File: src/rtl/pit_timer_ctrl.sv
// pit_timer_ctrl: single-channel interval timer (rate generator / square wave)
// with byte-wide bus access, count latch and a pulse on each output rising edge.
module pit_timer_ctrl #(
    parameter int unsigned DIV = 50
) (
    input  logic       clk_50m,
    input  logic       rst_n,
    input  logic       wr_stb,
    input  logic       rd_stb,
    input  logic       a0,
    input  logic [7:0] din,
    output logic [7:0] dout,
    input  logic       gate,
    output logic       pit_out,
    output logic       irq_pulse
);
    localparam int unsigned PW = (DIV > 1) ? $clog2(DIV) : 1;

    typedef enum logic [1:0] {WAIT_COUNT, LOAD, COUNT} state_t;
    typedef enum logic {MODE2, MODE3} mode_t;

    state_t        state;
    mode_t         mode;
    logic [PW-1:0] presc;
    logic          tick;
    logic [1:0]    access;
    logic          wr_ptr, rd_ptr;
    logic [7:0]    lsb_stage;
    logic [15:0]   n_reg, counter, latch;
    logic          latch_valid;
    logic          gate_d, pit_d;

    logic          ctrl_wr, latch_cmd, mode_wr, cnt_wr, cnt_done, rd_en;
    logic          gate_rise, gate_fall, rd_msb, rd_last;
    logic [15:0]   new_cnt, n_hi, n_lo, rd_src;

    assign tick      = (presc == PW'(DIV - 1));
    assign ctrl_wr   = wr_stb & a0 & (din[7:6] == 2'b00);
    assign latch_cmd = ctrl_wr & (din[5:4] == 2'b00);
    assign mode_wr   = ctrl_wr & (din[5:4] != 2'b00);
    assign cnt_wr    = wr_stb & ~a0;
    assign cnt_done  = cnt_wr & ((access != 2'b11) | wr_ptr);
    assign rd_en     = rd_stb & ~wr_stb & ~a0;
    assign gate_rise = gate & ~gate_d;
    assign gate_fall = ~gate & gate_d;
    // Square wave: odd counts run one extra tick high and one fewer low.
    assign n_hi      = n_reg[0] ? n_reg + 16'd1 : n_reg;
    assign n_lo      = n_reg[0] ? n_reg - 16'd1 : n_reg;
    assign rd_src    = latch_valid ? latch : counter;
    assign rd_msb    = (access == 2'b10) | ((access == 2'b11) & rd_ptr);
    assign rd_last   = (access != 2'b11) | rd_ptr;

    always_comb begin
        new_cnt = {din, lsb_stage};
        case (access)
            2'b01:   new_cnt = {8'h00, din};
            2'b10:   new_cnt = {din, 8'h00};
            default: ;
        endcase
    end

    always_ff @(posedge clk_50m or negedge rst_n) begin
        if (!rst_n)
            presc <= '0;
        else if (tick)
            presc <= '0;
        else
            presc <= presc + 1'b1;
    end

    always_ff @(posedge clk_50m or negedge rst_n) begin
        if (!rst_n) begin
            state       <= WAIT_COUNT;
            mode        <= MODE2;
            access      <= 2'b11;
            wr_ptr      <= 1'b0;
            rd_ptr      <= 1'b0;
            lsb_stage   <= '0;
            n_reg       <= '0;
            counter     <= '0;
            latch       <= '0;
            latch_valid <= 1'b0;
            gate_d      <= 1'b0;
            pit_d       <= 1'b1;
            pit_out     <= 1'b1;
            irq_pulse   <= 1'b0;
            dout        <= '0;
        end else begin
            gate_d    <= gate;
            pit_d     <= pit_out;
            irq_pulse <= pit_out & ~pit_d;

            if (latch_cmd && !latch_valid) begin
                latch       <= counter;
                latch_valid <= 1'b1;
            end

            if (rd_en) begin
                dout <= rd_msb ? rd_src[15:8] : rd_src[7:0];
                if (access == 2'b11)
                    rd_ptr <= ~rd_ptr;
                if (rd_last)
                    latch_valid <= 1'b0;
            end

            // The reload register only changes once the full count is in,
            // so a running period never sees a half-written value.
            if (cnt_wr) begin
                if (access == 2'b11 && !wr_ptr) begin
                    lsb_stage <= din;
                    wr_ptr    <= 1'b1;
                end else begin
                    n_reg  <= new_cnt;
                    wr_ptr <= 1'b0;
                end
            end

            if (mode_wr) begin
                access  <= din[5:4];
                mode    <= (din[2:1] == 2'b11) ? MODE3 : MODE2;
                pit_out <= 1'b1;
                wr_ptr  <= 1'b0;
                rd_ptr  <= 1'b0;
                state   <= WAIT_COUNT;
            end else begin
                if (gate_fall)
                    pit_out <= 1'b1;
                case (state)
                    WAIT_COUNT: if (cnt_done) state <= LOAD;
                    LOAD: begin
                        if (tick && gate) begin
                            counter <= (mode == MODE3) ? n_hi : n_reg;
                            pit_out <= 1'b1;
                            state   <= COUNT;
                        end
                    end
                    COUNT: begin
                        if (gate_rise) begin
                            state <= LOAD;
                        end else if (tick && gate) begin
                            if (mode == MODE2) begin
                                if (counter == 16'd1) begin
                                    counter <= n_reg;
                                    pit_out <= 1'b1;
                                end else begin
                                    counter <= counter - 16'd1;
                                    if (counter == 16'd2)
                                        pit_out <= 1'b0;
                                end
                            end else begin
                                if (counter == 16'd2) begin
                                    pit_out <= ~pit_out;
                                    counter <= pit_out ? n_lo : n_hi;
                                end else begin
                                    counter <= counter - 16'd2;
                                end
                            end
                        end
                    end
                    default: state <= WAIT_COUNT;
                endcase
            end
        end
    end
endmodule

File: config.mk
export PLATFORM = sky130hd
export DESIGN_NAME = pit_timer_ctrl
export DESIGN_NICKNAME = d
export VERILOG_FILES = /design/src/rtl/pit_timer_ctrl.sv
export SDC_FILE = /design/constraint.sdc
export NUM_CORES = 1
export LEC_CHECK = 0
export CAP_MARGIN = 20
export CORE_MARGIN = 2
export CORE_UTILIZATION = 60
export CTS_CLUSTER_DIAMETER = 60
export DETAILED_ROUTE_END_ITERATION = 16
export PLACE_DENSITY_LB_ADDON = 0.15
export SETUP_SLACK_MARGIN = 0.02
export SKIP_LAST_GASP = 1
export SLEW_MARGIN = 40
export SYNTH_ARGS = -nofsm -noshare
export SYNTH_HDL_FRONTEND = slang
export SYNTH_SLANG_ARGS = --single-unit
File: constraint.sdc
create_clock -name clk_50m -period 6.6 [get_ports clk_50m]
set_input_delay 1.65 -clock clk_50m [delete_from_list [all_inputs] [get_ports clk_50m]]
set_output_delay 1.65 -clock clk_50m [all_outputs]
set_load 0.03 [all_outputs]
======== Yosys cells after proc, flatten, opt, wreduce, memory -nomap -nowiden ========
Index checks and enable logic that the tools add are counted.
storage, ports and cells
  register bits after elaboration ......... 82
  latch bits .............................. 0
  bits in writable memories ............... 0
  bits in read-only memories .............. 0
  input bits .............................. 14
  output and inout port bits .............. 10
  logic and storage cells ................. 119
  memories ................................ 0
cells by class
  add/subtract/negate cells ............... 5
  multipliers ............................. 0
  divide/modulo/power cells ............... 0
  magnitude comparators ................... 0
  equal/unequal tests ..................... 16
  shift-type cells ........................ 0
  mux-type cells .......................... 40
  bitwise logic cells ..................... 24
  reduce and logical (&&, ||, !) cells .... 18
operators with widths
  operator                                                               count
  16-bit two-way mux                                                     11
  16-bit case mux with 2 select lines                                    2
  16-bit by 1-bit subtractor with 16-bit output (second input constant)  2
  1-bit two-way mux                                                      19
  16-bit by 1-bit adder with 16-bit output (second input constant)       1
  16-bit by 1-bit == test with 1-bit output (second input constant)      1
  16-bit by 2-bit == test with 1-bit output (second input constant)      1
  16-bit by 2-bit subtractor with 16-bit output (second input constant)  1
  1-bit bitwise AND                                                      12
  2-bit nonzero test                                                     5
  3-bit inequality test (second input constant)                          3
  1-bit inverter                                                         9
  2-bit == test (second input constant)                                  4
  2-bit two-way mux                                                      4
  8-bit two-way mux                                                      1
  2-bit inequality test (second input constant)                          4
  6-bit by 1-bit adder with 6-bit output (second input constant)         1
  6-bit == test (second input constant)                                  1
  2-bit logical NOT                                                      3
  6-bit two-way mux                                                      1
  2-bit case mux with 3 select lines                                     1
  2-bit AND reduction                                                    3
  5-bit AND reduction                                                    1
  2-bit by 1-bit == test with 1-bit output (second input constant)       2
  5 further kinds                                                        10

======== Logic depth before layout (Yosys ltp) ========
Gate-level depths: netlist of run 1.
  depth in word-level cells ............... 10
  gate-level depth with buffers ........... 10
  depth with buffers taken out ............ 8

======== Least setup slack after synthesis of run 1 ========
No wires, ideal clock.
  path type ............................... input to register
  start point ............................. input a0
  end point ............................... register latch[0]
  setup time .............................. 0.125 ns
  arrival time ............................ 3.137 ns
  data required time ...................... 6.475 ns
  path slack .............................. 3.338 ns
  stages .................................. 6
  path buffers ............................ 1
  cell sequence ........................... nand2_1 nor3_1 nand2_1 nor2_1 buf_2 mux2_2
on the way
  longest elaborated chain between the ends .. 4
RTL lines
  element                          line  source
  start: declaration               10    input logic a0,
  1-bit bitwise AND (2 in series)  38    assign ctrl_wr = wr_stb & a0 & (din[7:6] == 2'b00);
  1-bit bitwise AND                39    assign latch_cmd = ctrl_wr & (din[5:4] == 2'b00);
  1-bit logical AND                93    if (latch_cmd && !latch_valid) begin
  end signal: assignment           94    latch <= counter;
  end: declaration                 29    logic [15:0] n_reg, counter, latch;
No other way between the ends.
A chain may end at the register's enable or synchronous reset.

======== Worst setup path after layout of run 1 ========
  start point ............................. input din[7]
  end point ............................... register counter[15]
on the way
  longest elaborated chain between the ends .. 5
RTL lines
  element                        line  source
  start: declaration             11    input logic [7:0] din,
  2-bit logical NOT              38
  1-bit bitwise AND              38
  1-bit bitwise AND              40    assign mode_wr = ctrl_wr & (din[5:4] != 2'b00);
  1-bit inverter (no line)       n/a
  5-bit AND reduction (no line)  n/a
  end signal: assignment         132   counter <= (mode == MODE3) ? n_hi : n_reg;
  end signal: assignment         143   counter <= n_reg;
  end signal: assignment         146   counter <= counter - 16'd1;
  end: declaration               29
No other way between the ends.

==> results of run 1 <==
[worst paths after layout]
kind	from	end	slack [ns]	depth (start not counted)
min in group asynchronous	rst_n	counter[3]	1.22	1
max in group asynchronous	rst_n	lsb_stage[2]	4.39	2
setup reg to reg	counter[0]	counter[5]	3.58	8
hold reg to reg	pit_d	irq_pulse	0.49	1
hold / removal	pit_d	irq_pulse	0.49	1
setup / recovery	din[7]	counter[15]	2.70	6
[cells by family (layout without fill, tap and decap cells)]
family / Yosys count / after routing / synth area share [%]
AOI/OAI and AO/OA: 135 / 135 / 16.2
xor gates and xnor gates: 41 / 41 / 6.48
adders and majority gates: 17 / 17 / 3.84
buffers and inverters: 68 / 64 / 5.15
DFF: 82 / 82 / 37.1
muxes: 48 / 48 / 11.3
and+or+nand+nor: 218 / 218 / 19.9
[power groups by stage]
stage	Combinational [W]	Sequential [W]	Clock [W]
after floorplan	0.000969	0.000870	0
final	0.00114	0.00105	0.000460
after CTS	0.00113	0.00103	0.000463
after detailed placement	0.00112	0.00105	0
after global routing	0.00126	0.00108	0.000487
after global placement	0.00108	0.00103	0
[critical path, cell delays in order]
cell and delay, ns:
clkdlybuf4s50_1 0.50, nor3_1 0.64, o21ai_0 0.42, and4_1 0.56, nand2_1 0.22, o221ai_1 0.12
[per-stage QoR]
step	cells	hold slack (ns)	power [W]	utilization [%]
floorplan	609	0.430	0.00184	-
global placement	700	0.469	0.00211	62.8
detailed placement	700	0.475	0.00216	63.0
CTS	716	0.495	0.00262	65.8
global route	716	0.516	0.00283	65.9
finish	716	0.491	0.00265	65.9
[cell type report]
type                       instances  share of cell area, %
clock buffer                      11                   2.36
clock inverter                     5                   1.84
inverter                          22                   1.38
multi-input combinational        459                   53.7
sequential                        82                   34.3
tap                              111                   2.32
timing repair buffer              26                   4.17
[layer usage]
metal	wire length, um	global-route usage, %	up-vias
li1	-	-	2195
met1	6270	42.6	2351
met2	6820	46.9	205
met3	1060	7.31	32
met4	323	10.7	0
met5	0	0	-
[placed cells by master (no fill, tap or decap), types with 4 or more instances in the layout]
master | synthesis | routed
dfrtp_1 | 78 | 78
nand2_1 | 59 | 59
nor2_1 | 53 | 52
o21ai_0 | 38 | 38
mux2_2 | 35 | 35
xnor2_1 | 28 | 28
nand3_1 | 26 | 26
a21oi_1 | 27 | 25
inv_1 | 22 | 22
clkdlybuf4s50_1 | 0 | 22
ha_1 | 17 | 16
xor2_1 | 13 | 13
nor4_1 | 12 | 12
nor3_1 | 11 | 10
clkbuf_8 | 0 | 10
nand4_1 | 9 | 9
a211oi_1 | 8 | 8
nand2b_1 | 8 | 8
mux4_2 | 8 | 8
a221oi_1 | 7 | 7
a31oi_1 | 7 | 7
or4_1 | 6 | 6
o221ai_1 | 6 | 6
o32a_1 | 6 | 6
nor3b_1 | 6 | 5
mux2i_1 | 5 | 5
and4_1 | 4 | 4
nor2b_1 | 4 | 4
and2_1 | 4 | 4
o31ai_1 | 4 | 4
dfstp_2 | 4 | 4
buf_4 | 0 | 4
==> summary.txt, run 1 <==
Yosys reg bits -> 82
setup TNS -> 0 ns
Static Leak -> 2.39 nW
maximum fanout along the worst path -> 20
RSZ-0062 raised after global routing -> no
GRT Total Usage -> 30.5%
most frequent cells after synthesis -> dfrtp_1, nand2_1, nor2_1, o21ai_0, mux2_2
sw frac -> 43.3%
DR vias/cell -> 6.68
Rows -> 35
Clock transition at path regs -> 0.09 ns
TritonCTS clock tree -> done
area grow syn2layout -> 8.31%
Residual DRC -> 0
area of the core -> 9110 um2
first-pass GRT wire length -> 23.8 mm
top_reg_cell synth -> dfrtp_1
synth top area cells -> dfrtp_1, mux2_2, xnor2_1
vias after detailed routing -> 4783
Die X -> 100 um
gp weighted congestion -> 1.01
Critical Path Source Type -> input pin
setup violators final -> 0
FF/Latch Area -> 2060 um2
Cell variety after synth -> 64
run status -> completed
Syn Inst Count -> 609
final WL -> 14.5 mm
dpl hpwl -> 10.4 mm
Layout Cell Area excl Fill -> 6000 um2
Setup CP Type -> input pin to flop
WP data arrival -> 4.11 ns
Worst EP required -> 6.82 ns
sw power -> 0.00114 W
pwr dens -> 441 nW/um2
top cell type's share of synthesized area -> 35.2%
Slew headroom -> 46.3%
top cell type by total area after synthesis -> dfrtp_1
# diodes -> 0
Clock Tree Buf Depth -> 2
initial antenna violation count -> 0
number of synthesized flops with an enable pin -> 0
worst-skew pair later-pin latency -> 0.36 ns
clock share of power -> 17.4%
final hold vios -> 0
Multi-input gate area -> 3220 um2
I/O Buffers -> 23
Seq pwr share -> 39.6%
Fmax achieved -> 257 MHz
H-tree depth -> 3
Setup crit end kind -> flop
nets@finish -> 631
Iteration-0 DRC Markers -> 378
ys async rst share -> 100%
minimum clock period -> 3.90 ns
postcts setup bufs -> 0
Final ANT Viol Nets -> 0
die area -> 10000 um2
post-cts resize count -> 0
skew final -> 0.00827 ns
layout cells sized above 1 -> 13.1%
Sink Count -> 82
worst slack, placed -> 2.40 ns
1st-pass router iterations -> 7
Synth Cell Area -> 5540 um2
Avg WL per Cell -> 20.2 um
Seq/Total Area, Yosys -> 37.1%
worst setup margin -> 2.70 ns
worst-margin pin slew -> 0.805 ns
Clk Tree Root Cell -> clkbuf_8
hold buffers post-CTS -> 0
Period Utilization, post-route -> 59.0%
maximum vdd ir drop -> 0.000232 V
post-place instance area -> 5740 um2
Net Count, Synth -> 640
Initial Utilization -> 60.8%
Cell Int Power -> 0.00150 W
# IOs -> 24
Slew Limit Fails -> 0
Gate power share -> 43.1%
largest net degree at the start of global routing -> 49
most frequent cell after synthesis -> dfrtp_1
CTS Buf Count -> 9
Die Y -> 100 um
Tightest Hold Check Type -> flop to flop
max_cap viols -> 0
Yosys warnings -> 0
Remaining Overflow, GRT -> 0
mean area per synthesized cell -> 9.09 um2
FILL cells -> 785
vias in the first global route -> 4535
Power figures use the tool's default switching activity.
==> run 2, diff against run 1 <==
Settings changed: CORE_UTILIZATION 60 to 56.
Clock period 6.6 ns to 3.24 ns, I/O delays scaled along.
==> run 2 against run 1 <==
Compared with the run above:
- global-route usage is 1.0 points lower
- first-iteration DRC count up 26%
- worst setup slack lost 2.4 ns
- power is 100% higher
- sequential power up 96%
- die area is 6.9% higher
- non-clock buffer count up 23
- flip-flop and latch count unchanged
- critical path depth grew 2
- combinational power up 120%
- clock skew up 0.0052 ns
- register-to-register slack got worse by 3.2 ns
==> summary.txt, run 2 (synthesis gave the netlist of run 1 again) <==
Final ANT Viol Nets -> 0
max_cap viols -> 0
WP data arrival -> 3.14 ns
Top Metal Used -> met4
worst flop-to-flop path endpoint -> counter[5]
Iteration-0 DRC Markers -> 475
Rows -> 36
total power -> 0.00535 W
flop-to-flop setup slack -> 0.35 ns
vias in the first global route -> 4569
dpl hpwl -> 10.7 mm
Clk Tree Root Cell -> clkbuf_8
setup TNS -> 0 ns
setup violators final -> 0
Setup crit end kind -> flop
# diodes -> 0
R2R cell count -> 8
Setup CP Type -> flop to flop
Sink Count -> 82
GRT Total Usage -> 29.5%
WL met2 -> 6.85 mm
Fmax achieved -> 346 MHz
Clock transition at path regs -> 0.08 ns
minimum clock period -> 2.89 ns
maximum fanout along the worst path -> 9
worst-skew pair later-pin latency -> 0.38 ns
RSZ-0062 raised after global routing -> no
FILL cells -> 821
I/O Buffers -> 23
met1 wire length -> 6.40 mm
run status -> completed
commonest non-fill, non-tap cells in the layout -> dfrtp_1, nand2_1, nor2_1
initial antenna violation count -> 0
pwr dens -> 873 nW/um2
Static Leak -> 2.49 nW
die area -> 10700 um2
Slew Limit Fails -> 0
largest net degree at the start of global routing -> 83
Die X -> 103 um
DR vias/cell -> 6.40
Die Y -> 103 um
final WL -> 14.7 mm
post-cts resize count -> 0
skew final -> 0.0135 ns
met3 WL -> 1.00 mm
Remaining Overflow, GRT -> 0
first-pass GRT wire length -> 24.0 mm
worst setup margin -> 0.350 ns
Clock Tree Buf Depth -> 2
worst slack, placed -> 0.317 ns
TritonCTS clock tree -> done
area grow syn2layout -> 10.7%
# IOs -> 24
Tightest Hold Check Type -> input pin to asynchronous set/reset pin
final hold vios -> 0
Initial Utilization -> 57.2%
Avg WL per Cell -> 19.3 um
CTS Buf Count -> 9
Critical Path Source Type -> flop
postcts setup bufs -> 0
worst r2r src -> counter[0]
commonest non-fill, non-tap cell in the layout -> dfrtp_1
area of the core -> 9680 um2
maximum vdd ir drop -> 0.000433 V
nets@finish -> 654
Worst EP required -> 3.49 ns
vias after detailed routing -> 4873
1st-pass router iterations -> 7
H-tree depth -> 3
Period Utilization, post-route -> 89.2%
hold buffers post-CTS -> 0
Slew headroom -> 52.5%
gp weighted congestion -> 0.957
Residual DRC -> 0
layout cells sized above 1 -> 15.4%
worst-margin pin slew -> 0.709 ns
-- run 2: worst max-delay path by stage --
stage / startpoint / slack, ns / cells after the start / end
3_3_place_gp: gate / 0.42 / 6 / counter[9]
6_report: counter[0] / 0.35 / 8 / counter[5]
4_1_cts: counter[0] / 0.44 / 8 / counter[5]
5_1_grt: counter[0] / 0.22 / 8 / counter[5]
3_5_place_dp: gate / 0.32 / 6 / counter[9]
2_1_floorplan: counter[0] / 0.67 / 9 / counter[3]
-- run 2: power by group --
group / internal (W) / switching [W] / leakage (nW) / total (W)
registers: 0.00144 / 0.000627 / 0.993 / 0.00206
logic: 0.00118 / 0.00134 / 1.39 / 0.00252
clock network: 0.000378 / 0.000392 / 0.107 / 0.000771
-- run 2: metal layers --
layer	global-route usage, %	up-vias
li1	-	2252
met1	41.2	2364
met2	45.5	220
met3	5.71	37
met4	11.6	0
met5	0	-
-- run 2: cell type report --
cell class | count | area (um2) | area share [%]
sequential | 82 | 2060 | 33.6
multi-input combinational | 459 | 3200 | 52.1
clock buffer | 10 | 138 | 2.24
tap | 133 | 166 | 2.71
clock inverter | 6 | 62.6 | 1.02
timing repair buffer | 49 | 429 | 7.00
inverter | 22 | 82.6 | 1.35
-- run 2: critical path, stage by stage (launching register included) --
cell and delay, ns:
dfrtp_1 0.38, inv_1 0.10, ha_1 0.26, or4b_2 0.59, or4_1 0.60, nand2_4 0.22, o41ai_1 0.10, a221oi_1 0.41
o21ai_1 0.11
-- run 2: per-stage QoR --
stage	instance area, um2	util [%]	std cells	hold WS [ns]
final	6130	63.3	761	0.445
after global routing	6130	63.3	761	0.512
after CTS	6130	63.3	761	0.489
after detailed placement	5930	61.2	745	0.472
after global placement	5920	61.2	745	0.470
after floorplan	5540	-	609	0.430
==> run 3, diff against run 2 <==
Settings changed: SLEW_MARGIN 40 to 20.
==> run 3 against run 2 <==
Compared with the run above:
- via count barely moved
- critical endpoint unchanged
- largest power group unchanged
- global-route usage did not move
- maximum frequency barely moved
- critical path depth did not move
- critical path type unchanged
- combinational power barely moved
==> summary.txt, run 3 (synthesis gave the netlist of run 1 again) <==
run status -> completed
post-place instance area -> 5920 um2
Setup crit end kind -> flop
commonest non-fill, non-tap cells in the layout -> dfrtp_1, nand2_1, nor2_1
maximum fanout along the worst path -> 9
pwr dens -> 873 nW/um2
Fmax achieved -> 346 MHz
Period Utilization, post-route -> 89.2%
Top Family by Delay on Critical Path -> simple AND/OR/NAND/NOR gates
Worst EP required -> 3.49 ns
initial antenna violation count -> 0
Clk Tree Root Cell -> clkbuf_8
Slew headroom -> 48.0%
commonest non-fill, non-tap cell in the layout -> dfrtp_1
Iteration-0 DRC Markers -> 475
H-tree depth -> 3
Clock Tree Buf Depth -> 2
area grow syn2layout -> 10.7%
postcts setup bufs -> 0
Static Leak -> 2.48 nW
met3 GRT Util -> 5.71%
post-cts resize count -> 0
worst slack, placed -> 0.317 ns
TritonCTS clock tree -> done
Final ANT Viol Nets -> 0
worst setup margin -> 0.349 ns
GRT Max-Usage Layer -> met2
largest net degree at the start of global routing -> 83
1st-pass router iterations -> 5
met1 usage -> 41.2%
setup violators final -> 0
# diodes -> 0
flop-to-flop setup slack -> 0.35 ns
setup TNS -> 0 ns
Initial Utilization -> 57.2%
skew final -> 0.0135 ns
final hold vios -> 0
area of the core -> 9680 um2
gp weighted congestion -> 0.957
Tightest Hold Check Type -> input pin to asynchronous set/reset pin
Remaining Overflow, GRT -> 0
Clock transition at path regs -> 0.08 ns
minimum clock period -> 2.89 ns
GRT Total Usage -> 29.5%
nets@finish -> 654
worst-margin pin slew -> 0.780 ns
Avg WL per Cell -> 19.3 um
Layout Cell Area excl Fill -> 6130 um2
dpl hpwl -> 10.7 mm
vias after detailed routing -> 4869
maximum vdd ir drop -> 0.000433 V
# IOs -> 24
worst flop-to-flop path endpoint -> counter[5]
met2 global-route usage -> 45.5%
RSZ-0062 raised after global routing -> no
worst-skew pair later-pin latency -> 0.38 ns
CTS Buf Count -> 9
CP peak stage delay -> 0.60 ns
worst r2r src -> counter[0]
I/O Buffers -> 23
Die Y -> 103 um
Slew Limit Fails -> 0
layout cells sized above 1 -> 15.4%
Slowest cell on crit path -> or4_1
Setup CP Type -> flop to flop
Die X -> 103 um
R2R cell count -> 8
Critical Path Source Type -> flop
final WL -> 14.7 mm
buffers and inverters on the worst path -> 1
die area -> 10700 um2
max_cap viols -> 0
first-pass GRT wire length -> 24.0 mm
Finished Core Util -> 63.3%
DR vias/cell -> 6.40
WP data arrival -> 3.14 ns
hold buffers post-CTS -> 0
Rows -> 36
CP Cell Sequence -> inv_1, ha_1, or4b_2, or4_1, nand2_4, o41ai_1, a221oi_1, o21ai_1
Residual DRC -> 0
Sink Count -> 82
FILL cells -> 821
vias in the first global route -> 4569
## run 3: cell count changes in the layout (fill, tap and decap cells not counted)
cell,delta
buf_6,+1
clkbuf_8,-1
## run 3: worst reg2reg max path, stage by stage, from the launching register on
cell	delay, ns
dfrtp_1	0.38
inv_1	0.10
ha_1	0.26
or4b_2	0.59
or4_1	0.60
nand2_4	0.22
o41ai_1	0.10
a221oi_1	0.41
o21ai_1	0.11
## run 3: through the flow
| stage | cells | hold slack, ns | total power [W] |
|---|---|---|---|
| after floorplan | 609 | 0.430 | 0.00375 |
| after global placement | 745 | 0.470 | 0.00445 |
| final | 761 | 0.455 | 0.00535 |
| after CTS | 761 | 0.489 | 0.00533 |
| after detailed placement | 745 | 0.472 | 0.00455 |
| after global routing | 761 | 0.512 | 0.00573 |
## run 3: per-layer routing
layer | vias up | share of wire (%)
met5 | - | 0
met4 | 0 | 2.9
met3 | 35 | 6.7
met2 | 215 | 47
met1 | 2367 | 44
li1 | 2252 | -
## run 3: layout make-up
type	instances	area, um2	share of cell area [%]
clock buffer	10	138	2.25
clock inverter	6	62.6	1.02
inverter	22	82.6	1.35
multi-input combinational	459	3200	52.1
sequential	82	2060	33.6
tap	133	166	2.72
timing repair buffer	49	427	6.96
## run 3: worst max path at each step
stage                    start    endpoint  slack (ns)  depth (start not counted)
finish              counter[0]  counter[5]        0.35                          8
global route        counter[0]  counter[5]        0.22                          8
CTS                 counter[0]  counter[5]        0.44                          8
detailed placement        gate  counter[9]        0.32                          6
global placement          gate  counter[9]        0.42                          6
floorplan           counter[0]  counter[3]        0.67                          9
## run 3: where the power goes
group | internal (W) | switching [W]
clock | 0.000378 | 0.000392
sequential | 0.00144 | 0.000626
combinational | 0.00118 | 0.00134
